### config.mk
export PLATFORM = sky130hd
export DESIGN_NAME = plic_bram_arbiter_flat
export DESIGN_NICKNAME = d
export VERILOG_FILES = /design/src/rtl/plic_bram_arbiter_if.sv /design/src/rtl/plic_bram_arbiter.sv /design/src/flat_wrapper.sv
export SDC_FILE = /design/constraint.sdc
export NUM_CORES = 1
export LEC_CHECK = 0
export CAP_MARGIN = 10
export CORE_AREA = 2 2 95 97
export CTS_CLUSTER_DIAMETER = 30
export DETAILED_ROUTE_END_ITERATION = 12
export DIE_AREA = 0 0 97 99
export DONT_BUFFER_PORTS = 1
export GPL_TIMING_DRIVEN = 1
export HOLD_SLACK_MARGIN = 0.03
export SYNTH_ARGS = -nofsm -noshare
export SYNTH_HDL_FRONTEND = slang
export SYNTH_SLANG_ARGS = --single-unit
### constraint.sdc
create_clock -name clk_i -period 2.3 [get_ports clk_i]
set_clock_uncertainty 0.05 [all_clocks]
set_input_delay 0.46 -clock clk_i [delete_from_list [all_inputs] [get_ports clk_i]]
set_output_delay 0.46 -clock clk_i [all_outputs]
set_load 0.01 [all_outputs]
### src/rtl/plic_bram_arbiter_if.sv
// Requester-side request/response handshakes plus the shared BRAM register port
// of the PLIC arbiter, bundled so the arbiter and its environment share one definition.
interface plic_bram_arbiter_if #(
    parameter int NumReq    = 2,
    parameter int AddrWidth = 20,
    parameter int DataWidth = 32
);
    localparam int MaskWidth = DataWidth / 8;

    logic [NumReq-1:0]           req_valid_i;
    logic [NumReq-1:0]           req_ready_o;
    logic [NumReq-1:0]           req_we_i;
    logic [NumReq*MaskWidth-1:0] req_wmask_i;
    logic [NumReq*AddrWidth-1:0] req_addr_i;
    logic [NumReq*DataWidth-1:0] req_wdata_i;

    logic [NumReq-1:0]           rsp_valid_o;
    logic [NumReq-1:0]           rsp_ready_i;
    logic [DataWidth-1:0]        rsp_rdata_o;

    logic                        bram_en_o;
    logic                        bram_we_o;
    logic [MaskWidth-1:0]        bram_wmask_o;
    logic [AddrWidth-1:0]        bram_addr_o;
    logic [DataWidth-1:0]        bram_wdata_o;
    logic [DataWidth-1:0]        bram_rdata_i;

    // The arbiter side
    modport slave (
        input  req_valid_i, req_we_i, req_wmask_i, req_addr_i, req_wdata_i,
        input  rsp_ready_i, bram_rdata_i,
        output req_ready_o, rsp_valid_o, rsp_rdata_o,
        output bram_en_o, bram_we_o, bram_wmask_o, bram_addr_o, bram_wdata_o
    );

    // The requesters together with the BRAM itself
    modport master (
        output req_valid_i, req_we_i, req_wmask_i, req_addr_i, req_wdata_i,
        output rsp_ready_i, bram_rdata_i,
        input  req_ready_o, rsp_valid_o, rsp_rdata_o,
        input  bram_en_o, bram_we_o, bram_wmask_o, bram_addr_o, bram_wdata_o
    );
endinterface

### src/rtl/plic_bram_arbiter.sv
// Round-robin arbiter sharing the PLIC's one-cycle-latency BRAM register port among
// NumReq requesters; one access outstanding at a time, stalled read data kept in a hold register.
module plic_bram_arbiter #(
    parameter int NumReq    = 2,
    parameter int AddrWidth = 20,
    parameter int DataWidth = 32
) (
    input logic                clk_i,
    input logic                rst_ni,
    plic_bram_arbiter_if.slave bus
);
    localparam int PtrWidth  = $clog2(NumReq);
    localparam int MaskWidth = DataWidth / 8;

    typedef enum logic [1:0] {StIdle, StLive, StHeld} rspState_e;

    rspState_e             state_q, state_d;
    logic [PtrWidth-1:0]   ptr_q, ptr_d;
    logic [PtrWidth-1:0]   owner_q, owner_d;
    logic                  wasWrite_q, wasWrite_d;
    logic [DataWidth-1:0]  hold_q, hold_d;

    logic                  rspAccept;
    logic                  canIssue;
    logic                  grantValid;
    logic [PtrWidth-1:0]   grantIdx;
    logic [PtrWidth:0]     candIdx;
    logic [DataWidth-1:0]  liveData;

    assign rspAccept = (state_q != StIdle) && bus.rsp_ready_i[owner_q];
    assign canIssue  = rst_ni && ((state_q == StIdle) || rspAccept);
    assign liveData  = wasWrite_q ? '0 : bus.bram_rdata_i;

    // Search starts at ptr and wraps by explicit compare so non-power-of-two NumReq works
    always_comb begin
        grantValid = 1'b0;
        grantIdx   = '0;
        candIdx    = '0;
        for (int k = 0; k < NumReq; k++) begin
            candIdx = {1'b0, ptr_q} + (PtrWidth+1)'(k);
            if (candIdx >= (PtrWidth+1)'(NumReq)) begin
                candIdx = candIdx - (PtrWidth+1)'(NumReq);
            end
            if (canIssue && !grantValid && bus.req_valid_i[candIdx[PtrWidth-1:0]]) begin
                grantValid = 1'b1;
                grantIdx   = candIdx[PtrWidth-1:0];
            end
        end
    end

    always_ff @(posedge clk_i) begin
        if (!rst_ni) begin
            state_q    <= StIdle;
            ptr_q      <= '0;
            owner_q    <= '0;
            wasWrite_q <= 1'b0;
            hold_q     <= '0;
        end else begin
            state_q    <= state_d;
            ptr_q      <= ptr_d;
            owner_q    <= owner_d;
            wasWrite_q <= wasWrite_d;
            hold_q     <= hold_d;
        end
    end

    // A new issue always restarts the response in LIVE, even out of a just-accepted HELD
    always_comb begin
        state_d    = state_q;
        ptr_d      = ptr_q;
        owner_d    = owner_q;
        wasWrite_d = wasWrite_q;
        hold_d     = hold_q;
        if (grantValid) begin
            state_d    = StLive;
            owner_d    = grantIdx;
            wasWrite_d = bus.req_we_i[grantIdx];
            ptr_d      = (grantIdx == PtrWidth'(NumReq - 1)) ? '0 : grantIdx + 1'b1;
        end else begin
            case (state_q)
                StLive: begin
                    if (rspAccept) begin
                        state_d = StIdle;
                    end else begin
                        hold_d  = liveData;
                        state_d = StHeld;
                    end
                end
                StHeld: begin
                    if (rspAccept) begin
                        state_d = StIdle;
                    end
                end
                default: ;
            endcase
        end
    end

    always_comb begin
        bus.req_ready_o  = '0;
        bus.bram_en_o    = 1'b0;
        bus.bram_we_o    = 1'b0;
        bus.bram_wmask_o = '0;
        bus.bram_addr_o  = '0;
        bus.bram_wdata_o = '0;
        bus.rsp_valid_o  = '0;
        bus.rsp_rdata_o  = '0;
        if (grantValid) begin
            bus.req_ready_o[grantIdx] = 1'b1;
            bus.bram_en_o    = 1'b1;
            bus.bram_we_o    = bus.req_we_i[grantIdx];
            bus.bram_wmask_o = bus.req_wmask_i[int'(grantIdx) * MaskWidth +: MaskWidth];
            bus.bram_addr_o  = bus.req_addr_i[int'(grantIdx) * AddrWidth +: AddrWidth];
            bus.bram_wdata_o = bus.req_wdata_i[int'(grantIdx) * DataWidth +: DataWidth];
        end
        case (state_q)
            StLive: begin
                bus.rsp_valid_o[owner_q] = 1'b1;
                bus.rsp_rdata_o          = liveData;
            end
            StHeld: begin
                bus.rsp_valid_o[owner_q] = 1'b1;
                bus.rsp_rdata_o          = hold_q;
            end
            default: ;
        endcase
    end
endmodule

### src/flat_wrapper.sv
// flat-port wrapper written by rule: the top's interface ports become plain ports
module plic_bram_arbiter_flat 
#(
    parameter int NumReq    = 2,
    parameter int AddrWidth = 20,
    parameter int DataWidth = 32
)
  (clk_i, rst_ni, bus_req_valid_i, bus_req_we_i, bus_req_wmask_i, bus_req_addr_i, bus_req_wdata_i, bus_rsp_ready_i, bus_bram_rdata_i, bus_req_ready_o, bus_rsp_valid_o, bus_rsp_rdata_o, bus_bram_en_o, bus_bram_we_o, bus_bram_wmask_o, bus_bram_addr_o, bus_bram_wdata_o);
  plic_bram_arbiter_if #(.NumReq(NumReq), .AddrWidth(AddrWidth), .DataWidth(DataWidth)) bus_i ();
  input logic clk_i;
  input logic rst_ni;
  input wire logic [$bits(bus_i.req_valid_i)-1:0] bus_req_valid_i;
  input wire logic [$bits(bus_i.req_we_i)-1:0] bus_req_we_i;
  input wire logic [$bits(bus_i.req_wmask_i)-1:0] bus_req_wmask_i;
  input wire logic [$bits(bus_i.req_addr_i)-1:0] bus_req_addr_i;
  input wire logic [$bits(bus_i.req_wdata_i)-1:0] bus_req_wdata_i;
  input wire logic [$bits(bus_i.rsp_ready_i)-1:0] bus_rsp_ready_i;
  input wire logic [$bits(bus_i.bram_rdata_i)-1:0] bus_bram_rdata_i;
  output wire logic [$bits(bus_i.req_ready_o)-1:0] bus_req_ready_o;
  output wire logic [$bits(bus_i.rsp_valid_o)-1:0] bus_rsp_valid_o;
  output wire logic [$bits(bus_i.rsp_rdata_o)-1:0] bus_rsp_rdata_o;
  output wire logic [$bits(bus_i.bram_en_o)-1:0] bus_bram_en_o;
  output wire logic [$bits(bus_i.bram_we_o)-1:0] bus_bram_we_o;
  output wire logic [$bits(bus_i.bram_wmask_o)-1:0] bus_bram_wmask_o;
  output wire logic [$bits(bus_i.bram_addr_o)-1:0] bus_bram_addr_o;
  output wire logic [$bits(bus_i.bram_wdata_o)-1:0] bus_bram_wdata_o;
  assign bus_i.req_valid_i = bus_req_valid_i;
  assign bus_i.req_we_i = bus_req_we_i;
  assign bus_i.req_wmask_i = bus_req_wmask_i;
  assign bus_i.req_addr_i = bus_req_addr_i;
  assign bus_i.req_wdata_i = bus_req_wdata_i;
  assign bus_i.rsp_ready_i = bus_rsp_ready_i;
  assign bus_i.bram_rdata_i = bus_bram_rdata_i;
  assign bus_req_ready_o = bus_i.req_ready_o;
  assign bus_rsp_valid_o = bus_i.rsp_valid_o;
  assign bus_rsp_rdata_o = bus_i.rsp_rdata_o;
  assign bus_bram_en_o = bus_i.bram_en_o;
  assign bus_bram_we_o = bus_i.bram_we_o;
  assign bus_bram_wmask_o = bus_i.bram_wmask_o;
  assign bus_bram_addr_o = bus_i.bram_addr_o;
  assign bus_bram_wdata_o = bus_i.bram_wdata_o;
  plic_bram_arbiter #(.NumReq(NumReq), .AddrWidth(AddrWidth), .DataWidth(DataWidth)) u_core (.clk_i(clk_i), .rst_ni(rst_ni), .bus(bus_i));
endmodule
==> metrics <==
commonest cells after routing, fill and taps aside=61 x nor2_1, 57 x a32oi_1, 39 x nand2_1; Crit path arrival time=1720 ps; CP required=1790 ps; CP startpoint kind=flop; CP delay by family, top=flip-flops; Synth warnings=0; Post-Syn Nets=approximately 560; first-pass GRT wire length=14.1 mm; io pins=between 200 and 250; P_leak=1.20 nW; CTS H-tree lvls=2; layout cell share with drive strength beyond 1=8.22%; commonest register cell after synthesis=dfxtp_1; sequential fraction of design power=a little over a third; Total GRT Usage=17.8%; Final Max Slew Viols=0; diode count=0; initial antenna violation count=0; Max Cap Viol=0; vias in the first global route=2683; largest area contributor in the netlist=dfxtp_1; synth unique cells=29; clock slew at reported path FFs=70 ps; Area contributors post-synth=dfxtp_1 24%, a32oi_1 16%, mux2i_1 10%, a22oi_1 7.8%, nand3b_1 7.5%; slew margin rel.=70.5%; most common cell after layout, fill and taps aside=nor2_1; reg2reg path depth=6; die area=just under 10000 um2; Clock Power Share=22.1%; Buf/Inv on CP=2; largest net degree at the start of global routing=72; row count=34; final critical-path share of the clock period=96.8%; worst r2r src=u_core.state_q[0]; drt pass-1 iters=4; peak supply drop=337 uV; die outline width=between 90 and 100 um; Post-synth EDFFs=0; Final setup viols=0; post-synthesis sequential area ratio=between 20% and 30%; Gate power share=42.2%; Layout area overhead=7.14%; worst path cell trace=inv_1 > ha_1 > o21ai_4 > clkbuf_16 > nor2_1; post-synthesis average cell area=7.67 um2; CTS Sinks=37; post-DP HPWL=7.11 mm; Worst-Skew Late Latency=280 ps; Mapped Area=3080 um2; RSZ-0062 raised after global routing=false; post-detailed-route count of antenna-violating nets=0; switch share=37.9%; Hold Crit Start=rst_ni; CTS tree=yes; DRT iter0 DRCs=215; hold depth=2; hold_buf cts=0; outcome=finished, final reports clean; max incr delay on CP=between 300 and 400 ps; fraction of registers with async set/reset=0%; Mapped Cells=402; drt wl/cell=20.8 um; Internal=1.32 mW; reg-to-reg endpoint=u_core.hold_q[11]; Fin Setup TNS=0 ps; final hold violations=0; fin crit period=about 2200 ps; DR DRC count=0; reg2reg setup slack=460 ps; DR vias/cell=6.39; Core Box Area=8550 um2; Worst Hold Class=primary input to flop; cts bufs inserted=5; slew of the pin with the lowest slew margin=434 ps; Psw=0.804 mW; CP Class=flop to primary output; gpl congestion=0.799; crit path max fanout=30; Setup crit end kind=primary output; final instance area=3300 um2; Max Fclk=about 0.45 GHz; total gr overflow=0; Root Buffer=clkbuf_8; DR vias=3101; hold worst-path end=u_core.hold_q[10]; FILL cells=876; Seq cells post-synth=37; pwr/cell area=around 640 nW/um2; Synth top area share=24.0%; Post-Place Cell Area=between 3000 and 4000 um2; port buffer count=0; Clock Tree Buf Depth=2; Die Y=99 um; slowest CP cell=dfxtp_1; initial core utilization=36.1%; final WL=between 10 and 15 mm; Total Nets Final=532
-- how the worst max path moves through the flow --
stage / depth (start not counted) / slack (ps) / startpoint / end
2_1_floorplan: 6 / 330 / bus_req_valid_i[1] / bus_bram_wdata_o[12]
3_3_place_gp: 4 / 290 / bus_req_valid_i[0] / bus_bram_wmask_o[0]
4_1_cts: 5 / 30 / u_core.state_q[0] / bus_bram_addr_o[1]
5_1_grt: 5 / 5 / u_core.state_q[0] / bus_bram_addr_o[7]
3_5_place_dp: 4 / 270 / bus_req_valid_i[0] / bus_bram_wmask_o[0]
6_report: 5 / 70 / u_core.state_q[0] / bus_bram_wdata_o[9]
-- worst register-to-register path, stage by stage, from the launching register on --
cell and delay, ps:
dfxtp_1 340, inv_1 90, ha_1 390, nand2_1 150, o221ai_4 160, buf_4 360
mux2i_1 240
-- power groups by stage --
stage	Combinational (mW)	Clock [mW]	Sequential (mW)
after floorplan	0.738	0	0.762
after global placement	0.861	0	0.767
after detailed placement	0.875	0	0.771
after CTS	0.876	0.481	0.757
after global routing	0.969	0.498	0.767
final	0.896	0.468	0.759
-- sequential cells by signal (all words and copies together) (netlist names) --
register / flops
u_core.state_q: 2
u_core.wasWrite_q: 1
u_core.hold_q: 32
u_core.ptr_q: 1
u_core.owner_q: 1
-- metal layers --
metal  vias up  track usage [%]  routed length (um)
li1       1433                -                   -
met5         -                0                   0
met3        22             5.32                 932
met4         0             4.98                 209
met2       176             27.8                4610
met1      1470             23.8                4320
-- synth_stat cells, types with 2 or more instances --
library cell	number
a211oi_1	2
a21oi_1	2
a22oi_1	32
a32oi_1	57
buf_1	2
buf_2	18
buf_6	3
clkbuf_1	27
dfxtp_1	37
ha_1	3
inv_1	5
mux2i_1	32
nand2_1	39
nand3b_1	31
nor2_1	61
nor2b_1	36
o21ai_0	2
o22ai_1	2
-- cell families after synthesis --
kind of cell,after synthesis,share of synthesized area (%)
DFF,37,24.0
muxes,34,11.2
buffers and inverters,55,8.16
AOI/OAI and AO/OA,103,27.7
and+or+nand+nor,170,27.7
adders and majority gates,3,1.22
-- repair_timing --
action | 4_1_cts | 5_1_grt
setup buffers | 0 | 3
setup endpoints to repair | 0 | 60
gates resized for setup | 0 | 1
-- stage by stage --
stage	setup WS (ps)	hold slack (ps)	total power, mW	std cells	utilization (%)
after floorplan	330	388	1.50	402	-
after global placement	293	395	1.63	474	37.0
after detailed placement	269	405	1.65	474	37.0
after CTS	33.4	258	2.11	481	38.0
after global routing	5.16	275	2.23	485	38.6
final	73.2	271	2.12	485	38.6
-- area by class of cell --
cell class	count	area (um2)	area share, %
Clock buffer	7	86.3	2.61
Inverter	5	18.8	0.568
Multi-Input combinational cell	310	2120	64.2
Sequential cell	37	741	22.4
Tap cell	108	135	4.09
Timing Repair Buffer	18	203	6.14
(Power assumes the default switching activity.)
